===== config.mk =====
export PLATFORM = sky130hd
export DESIGN_NAME = alpha_mem_req_arb_flat
export DESIGN_NICKNAME = d
export VERILOG_FILES = /design/src/rtl/alpha_mem_req_arb_pkg.sv /design/src/rtl/alpha_mem_req_arb_if.sv /design/src/rtl/alpha_pkt_fifo.sv /design/src/rtl/alpha_mem_req_arb.sv /design/src/flat_wrapper.sv
export VERILOG_INCLUDE_DIRS = /design/src /design/src/rtl
export SDC_FILE = /design/constraint.sdc
export NUM_CORES = 1
export LEC_CHECK = 0
export BUFFER_PORTS_ARGS = -buffer_cell sky130_fd_sc_hd__buf_2
export CORE_ASPECT_RATIO = 0.7
export CORE_MARGIN = 5
export CORE_UTILIZATION = 34
export CTS_CLUSTER_SIZE = 40
export DETAILED_ROUTE_END_ITERATION = 6
export GPL_ROUTABILITY_DRIVEN = 0
export PLACE_DENSITY = 0.52
export RECOVER_POWER = 25
export SETUP_SLACK_MARGIN = 0.4
export SYNTH_ARGS = -nofsm -noshare
export SYNTH_HDL_FRONTEND = slang
export SYNTH_SLANG_ARGS = --single-unit

===== constraint.sdc =====
create_clock -name clk -period 7.05 [get_ports clk]
set_clock_uncertainty 0.1 [all_clocks]
set_input_delay 0.705 -clock clk [delete_from_list [all_inputs] [get_ports clk]]
set_output_delay 0.705 -clock clk [all_outputs]
set_load 0.05 [all_outputs]

===== src/rtl/defines.vh =====
// Request packet layout shared by the cache, arbiter and memory model.
`ifndef ALPHA_DEFINES_VH
`define ALPHA_DEFINES_VH

`define PKT_W           103
`define PKT_BITS        102:0
`define PKT_VLD         0
`define PKT_TYPE        2:1
`define PKT_SIZE        5:3
`define PKT_LAST        6
`define PKT_ADDR        38:7
`define PKT_DATA        102:39

`define PKT_TYPE_FETCH  2'd0
`define PKT_TYPE_LOAD   2'd1
`define PKT_TYPE_STORE  2'd2

`define OP_SZ_BYTE      3'd0
`define OP_SZ_HALF      3'd1
`define OP_SZ_WORD      3'd2
`define OP_SZ_LWRD      3'd3
`define REQ_SZ_LINE     3'd4

`endif


===== src/rtl/alpha_mem_req_arb_pkg.sv =====
// Shared types for the memory request arbiter: packet vector and source IDs.
`include "defines.vh"

package alpha_mem_req_arb_pkg;

  localparam int PKT_W = `PKT_W;

  typedef logic [PKT_W-1:0] pkt_t;

  typedef enum logic {
    SRC_I = 1'b0,
    SRC_D = 1'b1
  } src_e;

endpackage


===== src/rtl/alpha_mem_req_arb_if.sv =====
// Request-side bus between the I/D request sources, the arbiter and memory.
interface alpha_mem_req_arb_if
  import alpha_mem_req_arb_pkg::*;
#(
  parameter int CNT_W = 32
);

  pkt_t             i_req_pkt;
  logic             i_req_rdy;
  pkt_t             d_req_pkt;
  logic             d_req_rdy;
  pkt_t             mem_req_pkt_xx;
  logic             mem_req_ack_xx;
  logic [CNT_W-1:0] i_grant_cnt;
  logic [CNT_W-1:0] d_grant_cnt;

  modport slave (
    input  i_req_pkt, d_req_pkt, mem_req_ack_xx,
    output i_req_rdy, d_req_rdy, mem_req_pkt_xx, i_grant_cnt, d_grant_cnt
  );

  modport master (
    output i_req_pkt, d_req_pkt, mem_req_ack_xx,
    input  i_req_rdy, d_req_rdy, mem_req_pkt_xx, i_grant_cnt, d_grant_cnt
  );

endinterface


===== src/rtl/alpha_pkt_fifo.sv =====
// Synchronous packet FIFO, DEPTH entries (power of two), no push-to-head bypass.
`include "defines.vh"

module alpha_pkt_fifo
  import alpha_mem_req_arb_pkg::*;
#(
  parameter int DEPTH = 2
) (
  input  logic                     clk,
  input  logic                     reset_n,
  input  logic                     push,
  input  pkt_t                     push_pkt,
  input  logic                     pop,
  output pkt_t                     head_pkt,
  output logic                     full,
  output logic                     empty,
  output logic [$clog2(DEPTH):0]   count
);

  localparam int AW = $clog2(DEPTH);
  localparam int CW = AW + 1;

  pkt_t          mem [DEPTH];
  logic [AW-1:0] wr_ptr;
  logic [AW-1:0] rd_ptr;
  logic          push_ok;
  logic          pop_ok;

  assign full     = (count == CW'(DEPTH));
  assign empty    = (count == '0);
  assign push_ok  = push & ~full;
  assign pop_ok   = pop & ~empty;
  assign head_pkt = mem[rd_ptr];

  always_ff @(posedge clk or negedge reset_n) begin
    if (!reset_n) begin
      wr_ptr <= '0;
      rd_ptr <= '0;
      count  <= '0;
    end else begin
      if (push_ok) wr_ptr <= wr_ptr + 1'b1;
      if (pop_ok)  rd_ptr <= rd_ptr + 1'b1;
      case ({push_ok, pop_ok})
        2'b10:   count <= count + 1'b1;
        2'b01:   count <= count - 1'b1;
        default: count <= count;
      endcase
    end
  end

  // Storage is not reset: entries are only visible through count.
  always_ff @(posedge clk) begin
    if (push_ok) mem[wr_ptr] <= push_pkt;
  end

endmodule


===== src/rtl/alpha_mem_req_arb.sv =====
// Merges I-fetch and D-side requests into one memory request channel, round-robin.
// last_grant | meaning:  SRC_I = I won last grant, D wins next tie  |  SRC_D = I wins next tie
`include "defines.vh"

module alpha_mem_req_arb
  import alpha_mem_req_arb_pkg::*;
#(
  parameter int DEPTH = 2,
  parameter int CNT_W = 32
) (
  input  logic               clk,
  input  logic               reset_n,
  alpha_mem_req_arb_if.slave bus
);

  localparam int CW = $clog2(DEPTH) + 1;

  pkt_t             head_i, head_d, out_q;
  logic             full_i, full_d, empty_i, empty_d;
  logic [CW-1:0]    cnt_i, cnt_d;
  logic             live_q;
  logic             rdy_i, rdy_d, push_i, push_d;
  logic             load, grant_i, pop_i, pop_d;
  src_e             last_grant_q;
  logic [CNT_W-1:0] i_cnt_q, d_cnt_q;

  // live_q keeps both ready flags low until the first edge after reset release.
  assign rdy_i   = live_q & ~full_i;
  assign rdy_d   = live_q & ~full_d;
  assign push_i  = bus.i_req_pkt[`PKT_VLD] & rdy_i;
  assign push_d  = bus.d_req_pkt[`PKT_VLD] & rdy_d;

  assign load    = (~out_q[`PKT_VLD] | bus.mem_req_ack_xx) & (~empty_i | ~empty_d);
  assign grant_i = ~empty_i & (empty_d | (last_grant_q == SRC_D));
  assign pop_i   = load & grant_i;
  assign pop_d   = load & ~grant_i;

  alpha_pkt_fifo #(.DEPTH(DEPTH)) u_fifo_i (
    .clk      (clk),
    .reset_n  (reset_n),
    .push     (push_i),
    .push_pkt (bus.i_req_pkt),
    .pop      (pop_i),
    .head_pkt (head_i),
    .full     (full_i),
    .empty    (empty_i),
    .count    (cnt_i)
  );

  alpha_pkt_fifo #(.DEPTH(DEPTH)) u_fifo_d (
    .clk      (clk),
    .reset_n  (reset_n),
    .push     (push_d),
    .push_pkt (bus.d_req_pkt),
    .pop      (pop_d),
    .head_pkt (head_d),
    .full     (full_d),
    .empty    (empty_d),
    .count    (cnt_d)
  );

  always_ff @(posedge clk or negedge reset_n) begin
    if (!reset_n) begin
      out_q        <= '0;
      last_grant_q <= SRC_D;
      i_cnt_q      <= '0;
      d_cnt_q      <= '0;
      live_q       <= 1'b0;
    end else begin
      live_q <= 1'b1;
      if (load) begin
        if (grant_i) begin
          out_q        <= head_i;
          last_grant_q <= SRC_I;
          i_cnt_q      <= i_cnt_q + 1'b1;
        end else begin
          out_q        <= head_d;
          last_grant_q <= SRC_D;
          d_cnt_q      <= d_cnt_q + 1'b1;
        end
      end else if (bus.mem_req_ack_xx) begin
        out_q <= '0;
      end
    end
  end

  assert property (@(posedge clk) disable iff (!reset_n)
                   (cnt_i <= CW'(DEPTH)) && (cnt_d <= CW'(DEPTH)));

  assign bus.i_req_rdy      = rdy_i;
  assign bus.d_req_rdy      = rdy_d;
  assign bus.mem_req_pkt_xx = out_q;
  assign bus.i_grant_cnt    = i_cnt_q;
  assign bus.d_grant_cnt    = d_cnt_q;

endmodule

===== src/flat_wrapper.sv =====
// flat-port wrapper written by rule: the top's interface ports become plain ports
module alpha_mem_req_arb_flat import alpha_mem_req_arb_pkg::*;
#(
  parameter int DEPTH = 2,
  parameter int CNT_W = 32
)
  (clk, reset_n, bus_i_req_pkt, bus_d_req_pkt, bus_mem_req_ack_xx, bus_i_req_rdy, bus_d_req_rdy, bus_mem_req_pkt_xx, bus_i_grant_cnt, bus_d_grant_cnt);
  alpha_mem_req_arb_if #(.CNT_W(CNT_W)) bus_i ();
  input  logic clk;
  input  logic reset_n;
  input wire logic [$bits(bus_i.i_req_pkt)-1:0] bus_i_req_pkt;
  input wire logic [$bits(bus_i.d_req_pkt)-1:0] bus_d_req_pkt;
  input wire logic [$bits(bus_i.mem_req_ack_xx)-1:0] bus_mem_req_ack_xx;
  output wire logic [$bits(bus_i.i_req_rdy)-1:0] bus_i_req_rdy;
  output wire logic [$bits(bus_i.d_req_rdy)-1:0] bus_d_req_rdy;
  output wire logic [$bits(bus_i.mem_req_pkt_xx)-1:0] bus_mem_req_pkt_xx;
  output wire logic [$bits(bus_i.i_grant_cnt)-1:0] bus_i_grant_cnt;
  output wire logic [$bits(bus_i.d_grant_cnt)-1:0] bus_d_grant_cnt;
  assign bus_i.i_req_pkt = bus_i_req_pkt;
  assign bus_i.d_req_pkt = bus_d_req_pkt;
  assign bus_i.mem_req_ack_xx = bus_mem_req_ack_xx;
  assign bus_i_req_rdy = bus_i.i_req_rdy;
  assign bus_d_req_rdy = bus_i.d_req_rdy;
  assign bus_mem_req_pkt_xx = bus_i.mem_req_pkt_xx;
  assign bus_i_grant_cnt = bus_i.i_grant_cnt;
  assign bus_d_grant_cnt = bus_i.d_grant_cnt;
  alpha_mem_req_arb #(.DEPTH(DEPTH), .CNT_W(CNT_W)) u_core (.clk(clk), .reset_n(reset_n), .bus(bus_i));
endmodule

==> flow_metrics.tcl <==
set metrics [dict create \
    area_growth_pct 20.6 \
    cp.arrival_ns 3.35 \
    yosysSeqAreaShare 0.749 \
    fillers 6021 \
    grt_use_total 0.158 \
    vias 12900 \
    synth_area_leaders "edfxtp_1 (55%), dfrtp_1 (20%), mux2i_1 (9.2%)" \
    finalCoreUtilization 0.416 \
    path_clk_slew_ns 0.06 \
    clockRootBuffer "clkbuf_16" \
    worst_hold_slack_ns 0.00717 \
    syn-cell-area_um2 22400 \
    grt_pass1_wl_um 85600 \
    drtIter0Drc 745 \
    peakVddDrop_v 0.000304 \
    die_area_um2 71300 \
    hold_violations 0 \
    power.leakage_nw 10.5 \
    p_per_area_nw_per_um2 453 \
    antenna_found_initial 6 \
    gr-total-overflow 0 \
    finalMaxSlewViolations 0 \
    yosysUniqueCellTypes 44 \
    startpoint_type "flop" \
    maxCapViolations 0 \
    path_max_fanout 52 \
    synth-seq-cells 589 \
    layout.nets 1914 \
    power.internal_mw 7.54 \
    power.share.sequential 0.403 \
    combPwrFrac 0.343 \
    die_y_um 225 \
    post-cts-setup-buffer-count 0 \
    setup_viol 0 \
    fin_crit_ns 3.22 \
    synth_warnings 0 \
    cts.sinks 589 \
    cts_tree "done" \
    pin_count 378 \
    tightest_slew_ns 1.09 \
    final.setup.tns_ns 0 \
    grt_setup_unrepaired "false" \
    grt_max_degree 103 \
    syn_avg_cell_area_um2 17.0 \
    netlist.area_leader.share 0.551 \
    p_switching_mw 4.72 \
    start_util 0.345 \
    cts.path.max_buffers 3 \
    most-common-layout-cells "edfxtp_1 (412), buf_2 (276), mux2i_1 (206)" \
    htreeDepth 2 \
    clk_latency_ns 0.61 \
    portBuffers 377 \
    avgViaCountPerCell 4.92 \
    cp_data_required_time_ns 7.18 \
    cts_resized 0 \
    die_w_um 317 \
    cts_made_buffers 59 \
    yosysTopAreaCell "edfxtp_1" \
    finalCritPeriodShare 0.457 \
    hold_path_class "in2async" \
    cts_hold_buf 0 \
    crit_type "reg2reg" \
    routedWlPerCell_um 22.0 \
    final_common_cell "edfxtp_1" \
    dp_hpwl_um 34900 \
    run_status "finished clean" \
    syn_nets 1534 \
    cp-end-kind "flop" \
    layout-drive-gt1-share 0.228 \
    core.rowCount 78 \
    core-area_um2 65100 \
    route.detailed.drc 0 \
    dr.pass1.iters 5 \
    slew_headroom 0.275 \
    grt_pass1_vias 13300 \
    pwr-share-clk 0.254 \
    fmax_mhz 310 \
    switching_share 0.385 \
    syn_inst 1321 \
    final_antenna_net_count 0 \
    wl_um 57800 \
]
[power by group through the flow]
stage          Sequential, mW  Clock, mW  Combinational [mW]
2_1_floorplan            5.96          0                2.08
3_3_place_gp             5.01          0                4.22
3_5_place_dp             5.02          0                4.28
4_1_cts                  4.96       3.22                4.29
5_1_grt                  5.02       3.37                4.50
6_report                 4.94       3.11                4.20
[layout make-up]
type,instances,area [µm²],area share
antenna,3,7.51,0.000277
clock buffer,76,1570,0.0580
clock inverter,33,329,0.0122
inverter,15,56.3,0.00208
multi-input combinational,645,5300,0.196
sequential,589,16800,0.621
tap,880,1100,0.0407
timing repair buffer,391,1900,0.0702
[path summary, 6_finish.rpt]
kind / endpoint / from / slack (ns) / cells past startpoint
max: u_core.u_fifo_d.mem[0][80] / u_core.u_fifo_d.count[0] / 3.83 / 6
min: u_core.bus.d_grant_cnt[27] / reset_n / 0.007 / 1
max reg2reg: u_core.u_fifo_d.mem[0][80] / u_core.u_fifo_d.count[0] / 3.83 / 6
min reg2reg: u_core.bus.d_grant_cnt[31] / u_core.bus.d_grant_cnt[31] / 0.37 / 1
max in group asynchronous: u_core.u_fifo_i.rd_ptr / reset_n / 5.75 / 2
min in group clk: u_core.u_fifo_i.mem[0][35] / bus_i_req_pkt[35] / 0.17 / 1
[kinds of logic after synthesis]
logic type                 count (synthesis)  synth area share
adders and majority gates                  4           0.00223
AOI/OAI and AO/OA                        212            0.0766
muxes                                    206            0.0919
xor gates and xnor gates                  72            0.0281
and+or+nand+nor                          150            0.0359
buffers and inverters                     87            0.0166
other                                      1          0.000167
DFF                                      589             0.749
[registers in the layout, summed over array words and instances, names as in the netlist]
signal / flops
u_core.bus.d_grant_cnt: 32
u_core.bus.i_grant_cnt: 32
u_core.bus.mem_req_pkt_xx: 103
u_core.last_grant_q: 1
u_core.live_q: 1
u_core.u_fifo_d.count: 2
u_core.u_fifo_d.mem: 206
u_core.u_fifo_d.rd_ptr: 1
u_core.u_fifo_d.wr_ptr: 1
u_core.u_fifo_i.count: 2
u_core.u_fifo_i.mem: 206
u_core.u_fifo_i.rd_ptr: 1
u_core.u_fifo_i.wr_ptr: 1
[cells in the mapped netlist (all sizes together)]
master / number
edfxtp: 412
mux2i: 206
dfrtp: 176
o21a: 103
o221ai: 102
clkbuf: 45
xnor2: 38
nor2: 34
xor2: 34
nand2: 33
buf: 27
nand3: 23
nand4: 20
inv: 15
nor3: 14
nor4: 7
and3: 4
and4: 4
ha: 4
or3: 3
a21boi: 2
nor4b: 2
or2: 2
a21oi: 1
and2: 1
and2b: 1
conb: 1
dfstp: 1
nand2b: 1
o21ai: 1
o21ba: 1
o31ai: 1
o32a: 1
or4: 1
[per-stage QoR]
step                      instances  setup WS, ns  total power, mW  cell area (µm²)
after global placement         2520          3.69             9.23            25300
final                          2632          3.83             12.3            27100
after global routing           2630          3.57             12.9            27100
after floorplan                1321          1.75             8.04            22500
after detailed placement       2520          3.59             9.30            25300
after CTS                      2629          3.80             12.5            27200
[per-layer routing]
| metal | part of all wire | vias to the layer above | GRT usage | wire length [µm] |
|---|---|---|---|---|
| li1 | - | 5917 | - | - |
| met1 | 0.46 | 6606 | 0.224 | 26600 |
| met5 | 0.0012 | - | 0 | 69 |
| met4 | 0.014 | 10 | 0.0356 | 802 |
| met3 | 0.067 | 71 | 0.0427 | 3850 |
| met2 | 0.46 | 338 | 0.247 | 26500 |
[worst max-delay path, stage by stage (launching register included)]
cell and delay, ns:
dfrtp_1 0.44, inv_1 0.05, a21boi_0 0.30, nand2_1 0.21, nor2_4 0.11, buf_4 0.63
buf_4 0.85
Note: power is estimated with default switching activity, not from simulation.
